**src/rtl/gray_conv_arbiter_pkg.sv**
```systemverilog
// Shared types and constants for the two-requester Gray conversion arbiter.
package gray_conv_arbiter_pkg;

  localparam int DEFAULT_WIDTH = 3;

  typedef enum logic {
    REQ_ID0 = 1'b0,
    REQ_ID1 = 1'b1
  } req_id_e;

  // Requester 1 marked as last served so requester 0 wins the first contest.
  localparam req_id_e LAST_GRANT_RST = REQ_ID1;

endpackage

```
**src/rtl/gray_conv_arbiter_bin2gray_core.sv**
```systemverilog
// Purpose: binary-to-Gray encoder, gray = bin ^ (bin >> 1).
// Latency: purely combinational, zero cycles.
// Backpressure: none; it has no flow control of its own.
module bin2gray_core #(
  parameter int WIDTH = 3
) (
  input  logic [WIDTH-1:0] bin,
  output logic [WIDTH-1:0] gray
);

  assign gray = bin ^ (bin >> 1);

endmodule

```
**src/rtl/gray_conv_arbiter.sv**
```systemverilog
// Purpose: round-robin share of one Gray encoder between two requesters, ID-tagged output.
// Latency: 1 cycle from grant to out_valid; 1 conversion per cycle sustained.
// Backpressure: no grant while the output holds data and out_ready is low.
module gray_conv_arbiter
  import gray_conv_arbiter_pkg::*;
#(
  parameter int WIDTH = DEFAULT_WIDTH,
  parameter int CNT_W = 16
) (
  input  logic             clk,
  input  logic             rst,
  input  logic             req0,
  input  logic [WIDTH-1:0] bin0,
  input  logic             req1,
  input  logic [WIDTH-1:0] bin1,
  output logic             gnt0,
  output logic             gnt1,
  output logic             out_valid,
  output logic [WIDTH-1:0] out_gray,
  output logic             out_id,
  input  logic             out_ready,
  output logic [CNT_W-1:0] conv_count
);

  req_id_e          last_grant;
  req_id_e          sel_id;
  req_id_e          out_id_r;
  logic             slot_free;
  logic [WIDTH-1:0] bin_sel;
  logic [WIDTH-1:0] gray_sel;

  // The slot frees up in the same cycle the consumer drains it.
  assign slot_free = !out_valid || out_ready;

  always_comb begin
    gnt0 = 1'b0;
    gnt1 = 1'b0;
    if (!rst && slot_free) begin
      if (req0 && req1) begin
        if (last_grant == REQ_ID1) gnt0 = 1'b1;
        else                       gnt1 = 1'b1;
      end else if (req0) begin
        gnt0 = 1'b1;
      end else if (req1) begin
        gnt1 = 1'b1;
      end
    end
  end

  assign sel_id  = gnt1 ? REQ_ID1 : REQ_ID0;
  assign bin_sel = gnt1 ? bin1 : bin0;

  bin2gray_core #(
    .WIDTH (WIDTH)
  ) u_bin2gray (
    .bin  (bin_sel),
    .gray (gray_sel)
  );

  always_ff @(posedge clk) begin
    if (rst) begin
      out_valid  <= 1'b0;
      out_gray   <= '0;
      out_id_r   <= REQ_ID0;
      last_grant <= LAST_GRANT_RST;
      conv_count <= '0;
    end else begin
      if (gnt0 || gnt1) begin
        out_valid  <= 1'b1;
        out_gray   <= gray_sel;
        out_id_r   <= sel_id;
        last_grant <= sel_id;
      end else if (out_ready) begin
        out_valid <= 1'b0;
      end
      if (out_valid && out_ready) begin
        conv_count <= conv_count + CNT_W'(1);
      end
    end
  end

  assign out_id = out_id_r;

endmodule

```
**config.mk**
```make
export PLATFORM = sky130hd
export DESIGN_NAME = gray_conv_arbiter
export DESIGN_NICKNAME = d
export VERILOG_FILES = /design/src/rtl/gray_conv_arbiter_pkg.sv /design/src/rtl/gray_conv_arbiter_bin2gray_core.sv /design/src/rtl/gray_conv_arbiter.sv
export SDC_FILE = /design/constraint.sdc
export NUM_CORES = 1
export LEC_CHECK = 0
export ABC_AREA = 1
export CORE_MARGIN = 8
export CORE_UTILIZATION = 51
export DETAILED_ROUTE_END_ITERATION = 8
export HOLD_SLACK_MARGIN = 0.03
export PLACE_DENSITY_LB_ADDON = 0.25
export SYNTH_ARGS = -nofsm -noshare
export SYNTH_HDL_FRONTEND = slang
export SYNTH_SLANG_ARGS = --single-unit
```
**constraint.sdc**
```tcl
create_clock -name clk -period 3.3 [get_ports clk]
set_input_delay 0.66 -clock clk [delete_from_list [all_inputs] [get_ports clk]]
set_output_delay 0.66 -clock clk [all_outputs]
set_load 0.005 [all_outputs]
```
==> results of run 1 <==
[area by class of cell]
cell class	instances	area [µm²]	share of cell area
Multi-Input combinational cell	133	679	0.410
Sequential cell	22	440	0.266
Timing Repair Buffer	34	338	0.204
Inverter	33	124	0.0748
Tap cell	30	37.5	0.0227
Clock buffer	4	36.3	0.0219
[registers in the layout, indices dropped and copies added, names as in the netlist]
register and count:
out_id 1, out_gray 3, conv_count 16, out_valid 1, last_grant 1
[worst register-to-register path: stages (launching register included)]
cell and delay [ns]:
dfxtp_1 0.54, nand3_1 0.19, nor2_2 0.18, nand4_1 0.18
nor2_1 0.18, nand2_1 0.07, nand2_1 0.06, nor2_1 0.05
[synth_stat cells]
library cell / instances / area share
nand3_2: 1 / 0.0079
o211ai_1: 2 / 0.012
nand3b_1: 3 / 0.018
nand4_1: 3 / 0.015
inv_2: 2 / 0.0060
nor2_2: 5 / 0.025
inv_1: 31 / 0.092
o21ai_2: 1 / 0.0070
a211oi_1: 3 / 0.018
nor2_4: 3 / 0.027
a21oi_4: 1 / 0.013
nand3_1: 8 / 0.032
ha_1: 1 / 0.0099
nand2_4: 1 / 0.0089
a21oi_2: 1 / 0.0070
nand2_1: 55 / 0.16
nand2_2: 1 / 0.0050
buf_6: 1 / 0.0089
dfxtp_1: 22 / 0.35
o21ai_0: 7 / 0.028
nor2_1: 24 / 0.072
nand3_4: 2 / 0.028
buf_2: 1 / 0.0040
a21oi_1: 11 / 0.044
[worst max path at each step]
stage	start	to	depth (start not counted)
3_5_place_dp	out_ready	gnt0	6
3_3_place_gp	out_ready	gnt0	6
4_1_cts	out_ready	gnt0	6
5_1_grt	out_ready	gnt0	6
2_1_floorplan	rst	gnt0	4
6_report	out_ready	gnt0	6
[power groups by stage]
stage / sequential, mW / combinational [mW] / clock, mW
4_1_cts: 0.279 / 0.0772 / 0.162
3_5_place_dp: 0.285 / 0.0769 / 0
5_1_grt: 0.280 / 0.0856 / 0.168
3_3_place_gp: 0.285 / 0.0745 / 0
6_report: 0.279 / 0.0777 / 0.156
2_1_floorplan: 0.285 / 0.0394 / 0
[cells by family (layout without fill, tap and decap cells)]
family / Yosys count / count (layout) / share of synthesized area
DFF: 22 / 22 / 0.350
and+or+nand+nor: 106 / 106 / 0.401
adders and majority gates: 1 / 1 / 0.00993
AOI/OAI and AO/OA: 26 / 26 / 0.128
buffers and inverters: 35 / 71 / 0.111
[placed cells by master, fill, tap and decap left out, drive strengths merged]
cell type      synthesis  routed
dfxtp                 22      22
nand3                 11      11
nor2                  32      32
o211ai                 2       2
a21oi                 13      13
ha                     1       1
inv                   33      33
buf                    2       1
nand2                 57      57
nand4                  3       3
a211oi                 3       3
o21ai                  8       8
nand3b                 3       3
clkdlybuf4s50          0      33
clkbuf                 0       4
[metal layers]
metal | share of wire | global-route usage | routed length (µm)
met5 | 0 | 0 | 0
met4 | 0.012 | 0.0599 | 38
met3 | 0.061 | 0.0357 | 191
met2 | 0.52 | 0.276 | 1620
met1 | 0.41 | 0.165 | 1290
==> flow_summary_export.csv, run 1 <==
group,metric,value,unit
global_routing,grtUsageTotal,0.152,
clock_network,clk_pin_slew,0.13,ns
clock_network,ctsResizeCount,0,
setup_path,cp.arrival,2.42,ns
power_and_ir_drop,leakagePower,0.698,nW
setup_path,cp_cell_sequence,"clkdlybuf4s50_1 > inv_2 > a21oi_4 > inv_1 > a211oi_1 > clkdlybuf4s50_1",
global_routing,grt_pass1_wl,5360,µm
logic_synthesis,ys_types,24,
setup_path,end_kind,"primary output",
setup_path,start_kind,"input pin",
logic_synthesis,synthCells,190,
sta,fin_ws,0.216,ns
sta,fin_setup_tns,0,ns
logic_synthesis,netlist_area,0.00126,mm²
power_and_ir_drop,clkPwrFrac,0.304,
floorplan,io_pins,34,
floorplan,die_h,65.7,µm
min_path,min_to,"out_id$_SDFFE_PP0P_",
floorplan,die_w,65.7,µm
placed_design,placed_cells,252,
global_routing,grt_pass1_vias,1287,
floorplan,design.die.area,0.00432,mm²
sta,setup_viol,0,
clock_network,cts_inserted_buffers,3,
sta,finalCritPeriodShare,0.935,
setup_path,crit_buf_inv,4,
setup_path,r2r_cells,7,
sta,hold_ws,0.490,ns
drt,wl_per_cell,12.3,µm
flow_run,maxCapViolCount,0,
sta,slew_headroom,0.692,
clock_network,cts.sinks,22,
logic_synthesis,ys_ff_latch,22,
logic_synthesis,yosysWarnings,0,
cells_and_area,fin_cells,256,
drt,drt_wl_total,3140,µm
setup_path,cp_max_fo,9,
drt,ant_nets,0,
power_and_ir_drop,p_sw,135,µW
setup_path,crit_slowest_cell,"clkdlybuf4s50_1",
drt,first_pass_iters,4,
min_path,min_path_cells,2,
placed_design,place_ws,0.220,ns
logic_synthesis,synth.avg_cell_area,6.63,µm²
power_and_ir_drop,p_int,378,µW
min_path,worstHoldStart,"out_id$_SDFFE_PP0P_",
power_and_ir_drop,powerDensity,310,mW/mm²
clock_network,clk_latency,0.31,ns
floorplan,core,0.00241,mm²
cells_and_area,final_net_count,239,
clock_network,hold_buffers,0,
drt,vias,1323,
setup_path,crit_path_max_incr_delay,0.60,ns
placed_design,dp_hpwl,2470,µm
cells_and_area,areaGrowthSynthToFinish,31.4,%
logic_synthesis,syn_nets,202,
sta,post-route-min-period,3.08,ns
cells_and_area,antenna-diode-count,0,
sta,fin_worst_skew,0.00263,ns
setup_path,critPathKind,"input pin to primary output",
sta,hold_viol_final,0,
floorplan,floorplan.initialDensity,0.523,
cells_and_area,layout-drive-gt1-share,0.102,
power_and_ir_drop,combPwrFrac,0.151,
drt,vias_per_cell,5.17,
clock_network,clockBufferDepth,2,
sta,maxSlewViolCount,0,
setup_path,r2r-end,"conv_count[13]$_SDFFE_PP0P_",
setup_path,crit_family,"buffers and inverters",
global_routing,antenna_found_initial,0,
outcome,status,"complete, no violations",
drt,drcViolationCount,0,
placed_design,portBuffers,33,
logic_synthesis,yosysSeqAreaShare,0.350,
global_routing,grt_overflow_total,0,
global_routing,grt_max_degree,15,
floorplan,rows,18,
power_and_ir_drop,vdd_drop_max,0.214,mV
sta,rsz0062_at_grt,"false",
power_and_ir_drop,power.total,513,µW
power_and_ir_drop,p_seq_frac,0.544,
min_path,hold_path.class,"flop to flop",
placed_design,placed_area,0.00162,mm²
cells_and_area,fill_cells,210,
clock_network,cts_root_buffer,"clkbuf_4",
clock_network,htree_levels,1,
drt,drt_iter0_markers,114,
setup_path,crit_top_cell,"clkdlybuf4s50_1",
power_and_ir_drop,switching_share,0.263,
setup_path,required,2.64,ns
setup_path,reg2reg_from,"out_valid$_SDFFE_PP0P_",
cells_and_area,fin_area,0.00166,mm²
sta,fmax,0.324,GHz
sta,tightest_slew,0.462,ns
placed_design,gp_congestion,0.825,
setup_path,ff2ff_setup_slack,1.77,ns
clock_network,cts_tree,"built",
clock_network,post_cts_buffers,0,
cells_and_area,final_core_util,0.687,
No activity file was read; power rests on OpenSTA's default activity.
==> run 2: changes to the inputs <==
- CORE_UTILIZATION: 51 -> 49
- SYNTH_HIERARCHICAL: unset -> 1
==> run 2 against run 1 <==
Sequential cell count stayed put. Global-route usage is 1.2 points lower. Combinational power is 17% lower. Final area is 7.8% lower. Wire length is 9.5% lower. Sequential power hardly changed. Largest power group unchanged. Die area is 4.6% lower. Largest cell class unchanged. Non-clock buffer count is 1 lower. Sequential share of layout area is 2.2 points higher.
==> flow_summary_export.csv, run 2 <==
group,metric,value,unit
setup_path,cp.arrival,2.29,ns
logic_synthesis,synth_top_area_frac,0.387,
cells_and_area,seq_area,440,µm²
clock_network,ctsResizeCount,0,
clock_network,cts_tree,"built",
setup_path,end_kind,"primary output",
setup_path,crit_family,"buffers and inverters",
drt,drcViolationCount,0,
sta,tightest_slew,0.524,ns
logic_synthesis,synth.avg_cell_area,6.15,µm²
power_and_ir_drop,clkPwrFrac,0.301,
sta,slew_headroom,0.648,
clock_network,hold_buffers,0,
placed_design,portBuffers,33,
logic_synthesis,synthSimpleGateAreaFrac,0.382,
logic_synthesis,synthFlopType,"dfxtp_1",
global_routing,grtUsageTotal,0.140,
sta,fin_ws,0.353,ns
drt,drt_wl_total,2840,µm
floorplan,die_w,64.2,µm
logic_synthesis,yosysWarnings,6,
placed_design,gp_congestion,0.839,
logic_synthesis,synth-compound-area-share,0.0946,
drt,ant_nets,0,
logic_synthesis,synthAdderAreaFrac,0.0110,
setup_path,critPathKind,"input pin to primary output",
logic_synthesis,netlist_area,0.00114,mm²
cells_and_area,areaGrowthSynthToFinish,34.2,%
drt,vias_per_cell,4.98,
logic_synthesis,ys_types,15,
cells_and_area,multi_input_area,572,µm²
clock_network,clockBufferDepth,2,
sta,post-route-min-period,2.95,ns
flow_run,maxCapViolCount,0,
global_routing,grt_pass1_vias,1143,
logic_synthesis,synthMuxAreaShare,0,
cells_and_area,final_net_count,233,
cells_and_area,fin_area,0.00153,mm²
logic_synthesis,ys_ff_latch,22,
placed_design,dp_hpwl,2190,µm
floorplan,rows,17,
floorplan,die_h,64.2,µm
cells_and_area,reg_top3,"conv_count: 16 flops, out_gray: 3 flops",
power_and_ir_drop,leakagePower,0.668,nW
cells_and_area,final_cell_mix,"nand2_1, clkdlybuf4s50_1, nor2_1, inv_1, dfxtp_1",
min_path,min_path_cells,2,
setup_path,crit_top_cell,"clkdlybuf4s50_1",
clock_network,cts.sinks,22,
drt,drt_iter0_markers,62,
setup_path,start_kind,"input pin",
logic_synthesis,yosys-top-cells-count,"nand2_1, nor2_1, inv_1",
logic_synthesis,syn_nets,197,
logic_synthesis,synthArstFlopShare,0,
drt,first_pass_iters,7,
sta,fin_worst_skew,0.00522,ns
clock_network,htree_levels,1,
setup_path,cp_num_cells,5,
placed_design,placed_area,0.00149,mm²
logic_synthesis,yosysSeqAreaShare,0.387,
min_path,hold_path.class,"flop to flop",
sta,setup_viol,0,
floorplan,core,0.00221,mm²
setup_path,crit_slowest_cell,"clkdlybuf4s50_1",
cells_and_area,final_common_cell,"nand2_1",
sta,maxSlewViolCount,0,
setup_path,r2r_cells,10,
clock_network,cts_root_buffer,"clkbuf_4",
floorplan,design.die.area,0.00412,mm²
setup_path,cp_max_fo,7,
logic_synthesis,synth-xor-area-share,0.0154,
cells_and_area,max_flop_register,"conv_count",
sta,hold_viol_final,0,
power_and_ir_drop,p_int,374,µW
cells_and_area,antenna-diode-count,0,
cells_and_area,fill_cells,202,
drt,vias,1236,
floorplan,io_pins,34,
setup_path,crit_buf_inv,3,
clock_network,clk_pin_slew,0.11,ns
power_and_ir_drop,combPwrFrac,0.132,
logic_synthesis,synth_top_family_by_area,"simple AND/OR/NAND/NOR gates",
logic_synthesis,synthCells,185,
logic_synthesis,yosysTopAreaCell,"dfxtp_1",
sta,finalCritPeriodShare,0.893,
clock_network,clk_latency,0.31,ns
sta,fin_setup_tns,0,ns
global_routing,grt_pass1_wl,4800,µm
global_routing,grt_max_degree,18,
sta,rsz0062_at_grt,"false",
clock_network,cts_inserted_buffers,3,
power_and_ir_drop,p_sw,116,µW
placed_design,place_ws,0.370,ns
outcome,status,"complete, no violations",
sta,fmax,0.339,GHz
power_and_ir_drop,vdd_drop_max,0.303,mV
drt,wl_per_cell,11.5,µm
power_and_ir_drop,p_seq_frac,0.566,
global_routing,antenna_found_initial,0,
cells_and_area,layout-drive-gt1-share,0.0227,
power_and_ir_drop,switching_share,0.237,
logic_synthesis,ys_top_cells_by_area,"dfxtp_1, nand2_1, nor2_1",
floorplan,floorplan.initialDensity,0.514,
logic_synthesis,synth_edf_count,0,
global_routing,grt_overflow_total,0,
setup_path,cp_cell_sequence,"clkdlybuf4s50_1 > a21oi_1 > nand3_1 > inv_1 > clkdlybuf4s50_1",
logic_synthesis,yosysMostFrequentCell,"nand2_1",
cells_and_area,largest_reg_flops,16,
setup_path,crit_path_max_incr_delay,0.52,ns
clock_network,post_cts_buffers,0,
setup_path,required,2.64,ns
power_and_ir_drop,powerDensity,321,mW/mm²
[run 2: power groups by stage]
stage / clock network [mW] / logic [mW] / registers (mW)
after floorplan: 0 / 0.0313 / 0.284
after CTS: 0.155 / 0.0655 / 0.278
after global routing: 0.161 / 0.0731 / 0.279
final: 0.148 / 0.0648 / 0.277
after global placement: 0 / 0.0634 / 0.283
after detailed placement: 0 / 0.0652 / 0.283
[run 2: worst paths after layout]
path	start	end	slack (ns)
worst max-delay path	rst	gnt1	0.35
worst max register to register	out_valid$_SDFFE_PP0P_	out_gray[1]$_SDFFE_PP0P_	1.78
worst min register to register	out_id$_SDFFE_PP0P_	out_id$_SDFFE_PP0P_	0.47
worst min-delay path	out_id$_SDFFE_PP0P_	out_id$_SDFFE_PP0P_	0.47
[run 2: cell families after synthesis]
kind of cell	Yosys count
AND/OR/NAND/NOR	107
buffers and inverters	32
flip-flops	22
AO/OA/AOI/OAI	21
XOR/XNOR	2
adder cells (fa/ha/maj)	1
[run 2: area by class of cell]
| type | instances | share of cell area |
|---|---|---|
| multi-input cells | 131 | 0.375 |
| flip-flops and latches | 22 | 0.289 |
| well taps | 28 | 0.0230 |
| inverters | 30 | 0.0738 |
| clock buffers | 4 | 0.0238 |
| repair buffers | 33 | 0.216 |
[run 2: layer usage]
layer / vias up / track usage / part of all wire
li1: 638 / - / -
met2: 45 / 0.231 / 0.48
met5: - / 0 / 0
met3: 5 / 0.0418 / 0.073
met4: 0 / 0.0654 / 0.015
met1: 548 / 0.164 / 0.43
[run 2: metrics by stage]
step / util / hold WS, ns / std cells / power (mW)
after floorplan: - / 0.450 / 185 / 0.315
after global placement: 0.674 / 0.458 / 244 / 0.346
after detailed placement: 0.674 / 0.457 / 244 / 0.349
after CTS: 0.690 / 0.471 / 248 / 0.498
after global routing: 0.690 / 0.493 / 248 / 0.513
final: 0.690 / 0.467 / 248 / 0.490
[run 2: worst reg2reg max path: stages (launching register included)]
cell and delay, ns:
dfxtp_1 0.36, a21oi_1 0.22, nand3_1 0.21, inv_1 0.16
nand2_1 0.06, nand2_1 0.09, inv_1 0.06, nand2_1 0.05
nand2_1 0.05, nor2_1 0.10, nor2_1 0.06
==> run 3: changes to the inputs <==
- clock period: 3.3 -> 3.44 ns (I/O delays scaled with it)
==> run 3 against run 2 <==
Cell count did not move. Sequential power fell by 4%. Clock skew fell by 0.0043 ns. Die area did not move. Combinational power fell by 4.5%. Via count fell by 0.89%.
==> flow_summary_export.csv, run 3 (synthesis gave the netlist of run 2 again) <==
group,metric,value,unit
clock_network,cts_inserted_buffers,3,
power_and_ir_drop,vdd_drop_max,0.291,mV
global_routing,antenna_found_initial,0,
clock_network,cts_tree,"built",
cells_and_area,reg_top3,"conv_count: 16 flops, out_gray: 3 flops",
global_routing,grt_pass1_vias,1107,
outcome,status,"complete, no violations",
setup_path,start_kind,"input pin",
floorplan,design.die.area,0.00412,mm²
clock_network,post_cts_buffers,0,
clock_network,clk_latency,0.31,ns
sta,slew_headroom,0.654,
power_and_ir_drop,leakagePower,0.668,nW
drt,vias_per_cell,4.94,
min_path,worstHoldStart,"out_id$_SDFFE_PP0P_",
floorplan,rows,17,
drt,drt_iter0_markers,53,
cells_and_area,final_cell_mix,"nand2_1, clkdlybuf4s50_1, nor2_1, inv_1, dfxtp_1",
clock_network,clockBufferDepth,2,
clock_network,cts_root_buffer,"clkbuf_4",
setup_path,cp.arrival,2.33,ns
sta,finalCritPeriodShare,0.877,
sta,fin_setup_tns,0,ns
cells_and_area,max_flop_register,"conv_count",
global_routing,grt_max_degree,18,
placed_design,portBuffers,33,
floorplan,io_pins,34,
floorplan,core,0.00221,mm²
clock_network,htree_levels,1,
floorplan,die_h,64.2,µm
global_routing,grt_pass1_wl,4680,µm
drt,vias,1225,
clock_network,clk_pin_slew,0.12,ns
cells_and_area,final_common_cell,"nand2_1",
setup_path,reg2reg_from,"out_valid$_SDFFE_PP0P_",
setup_path,crit_slowest_cell,"clkdlybuf4s50_1",
sta,hold_viol_final,0,
cells_and_area,antenna-diode-count,0,
sta,fin_worst_skew,0.000963,ns
global_routing,grtUsageTotal,0.136,
drt,first_pass_iters,4,
setup_path,cp-startpoint,"rst",
drt,drt_wl_total,2790,µm
clock_network,ctsResizeCount,0,
drt,wl_per_cell,11.2,µm
drt,ant_nets,0,
cells_and_area,final_net_count,233,
cells_and_area,fill_cells,195,
placed_design,dp_hpwl,2190,µm
setup_path,critPathKind,"input pin to primary output",
setup_path,end_kind,"primary output",
drt,drcViolationCount,0,
flow_run,maxCapViolCount,0,
sta,tightest_slew,0.515,ns
setup_path,required,2.75,ns
floorplan,floorplan.initialDensity,0.514,
cells_and_area,largest_reg_flops,16,
clock_network,hold_buffers,0,
setup_path,cp_max_fo,7,
min_path,hold_path.class,"flop to flop",
power_and_ir_drop,powerDensity,310,mW/mm²
global_routing,grt_overflow_total,0,
setup_path,crit_buf_inv,3,
sta,post-route-min-period,3.02,ns
setup_path,cp_cell_sequence,"clkdlybuf4s50_1 > a21oi_1 > nand3_1 > inv_1 > clkdlybuf4s50_1",
cells_and_area,layout-drive-gt1-share,0.0227,
sta,hold_ws,0.470,ns
clock_network,cts.sinks,22,
sta,rsz0062_at_grt,"false",
setup_path,crit_path_max_incr_delay,0.52,ns
sta,fmax,0.332,GHz
setup_path,crit_family,"buffers and inverters",
placed_design,gp_congestion,0.839,
cells_and_area,areaGrowthSynthToFinish,34.2,%
setup_path,crit_top_cell,"clkdlybuf4s50_1",
sta,setup_viol,0,
floorplan,die_w,64.2,µm
sta,maxSlewViolCount,0,
[run 3: cell counts in the layout (fill, tap and decap cells not counted)]
No cell type changed its count.
[run 3: power by group]
group | leakage [nW] | total (mW) | internal (mW) | switching (mW)
clock | 0.0210 | 0.145 | 0.0647 | 0.0798
sequential | 0.179 | 0.266 | 0.262 | 0.00474
combinational | 0.468 | 0.0619 | 0.0325 | 0.0294
total | 0.668 | 0.473 | 0.359 | 0.114
[run 3: area by class of cell]
cell class	count	area (µm²)	share of cell area
well taps	28	35.0	0.0230
inverters	30	113	0.0738
flip-flops and latches	22	440	0.289
repair buffers	33	330	0.216
clock buffers	4	36.3	0.0238
multi-input cells	131	572	0.375
[run 3: worst register-to-register path: cells and delay by family, from the launching register on]
family          cells  cell delay (ns)
simple gates        7             0.62
flops               1             0.36
compound gates      1             0.22
buf+inv             2             0.22
[run 3: path summary, 6_finish.rpt]
path | depth (start not counted) | slack (ns) | to
worst max register to register | 10 | 1.93 | out_gray[1]$_SDFFE_PP0P_
worst max-delay path | 5 | 0.42 | gnt1
worst min-delay path | 2 | 0.47 | out_id$_SDFFE_PP0P_
worst min register to register | 2 | 0.47 | out_id$_SDFFE_PP0P_
[run 3: routing by layer]
layer	global-route usage	share of wire	vias up
met5	0	0	-
met4	0.0654	0.012	0
met3	0.0418	0.069	3
met2	0.221	0.47	32
met1	0.161	0.45	549
li1	-	-	641
[run 3: per-stage QoR]
step	util	instance area, µm²	cells	power, mW	setup slack [ns]
2_1_floorplan	-	1140	185	0.302	1.55
3_3_place_gp	0.674	1490	244	0.332	0.463
3_5_place_dp	0.674	1490	244	0.334	0.446
4_1_cts	0.690	1530	248	0.478	0.429
5_1_grt	0.690	1530	248	0.493	0.318
6_report	0.690	1530	248	0.473	0.425
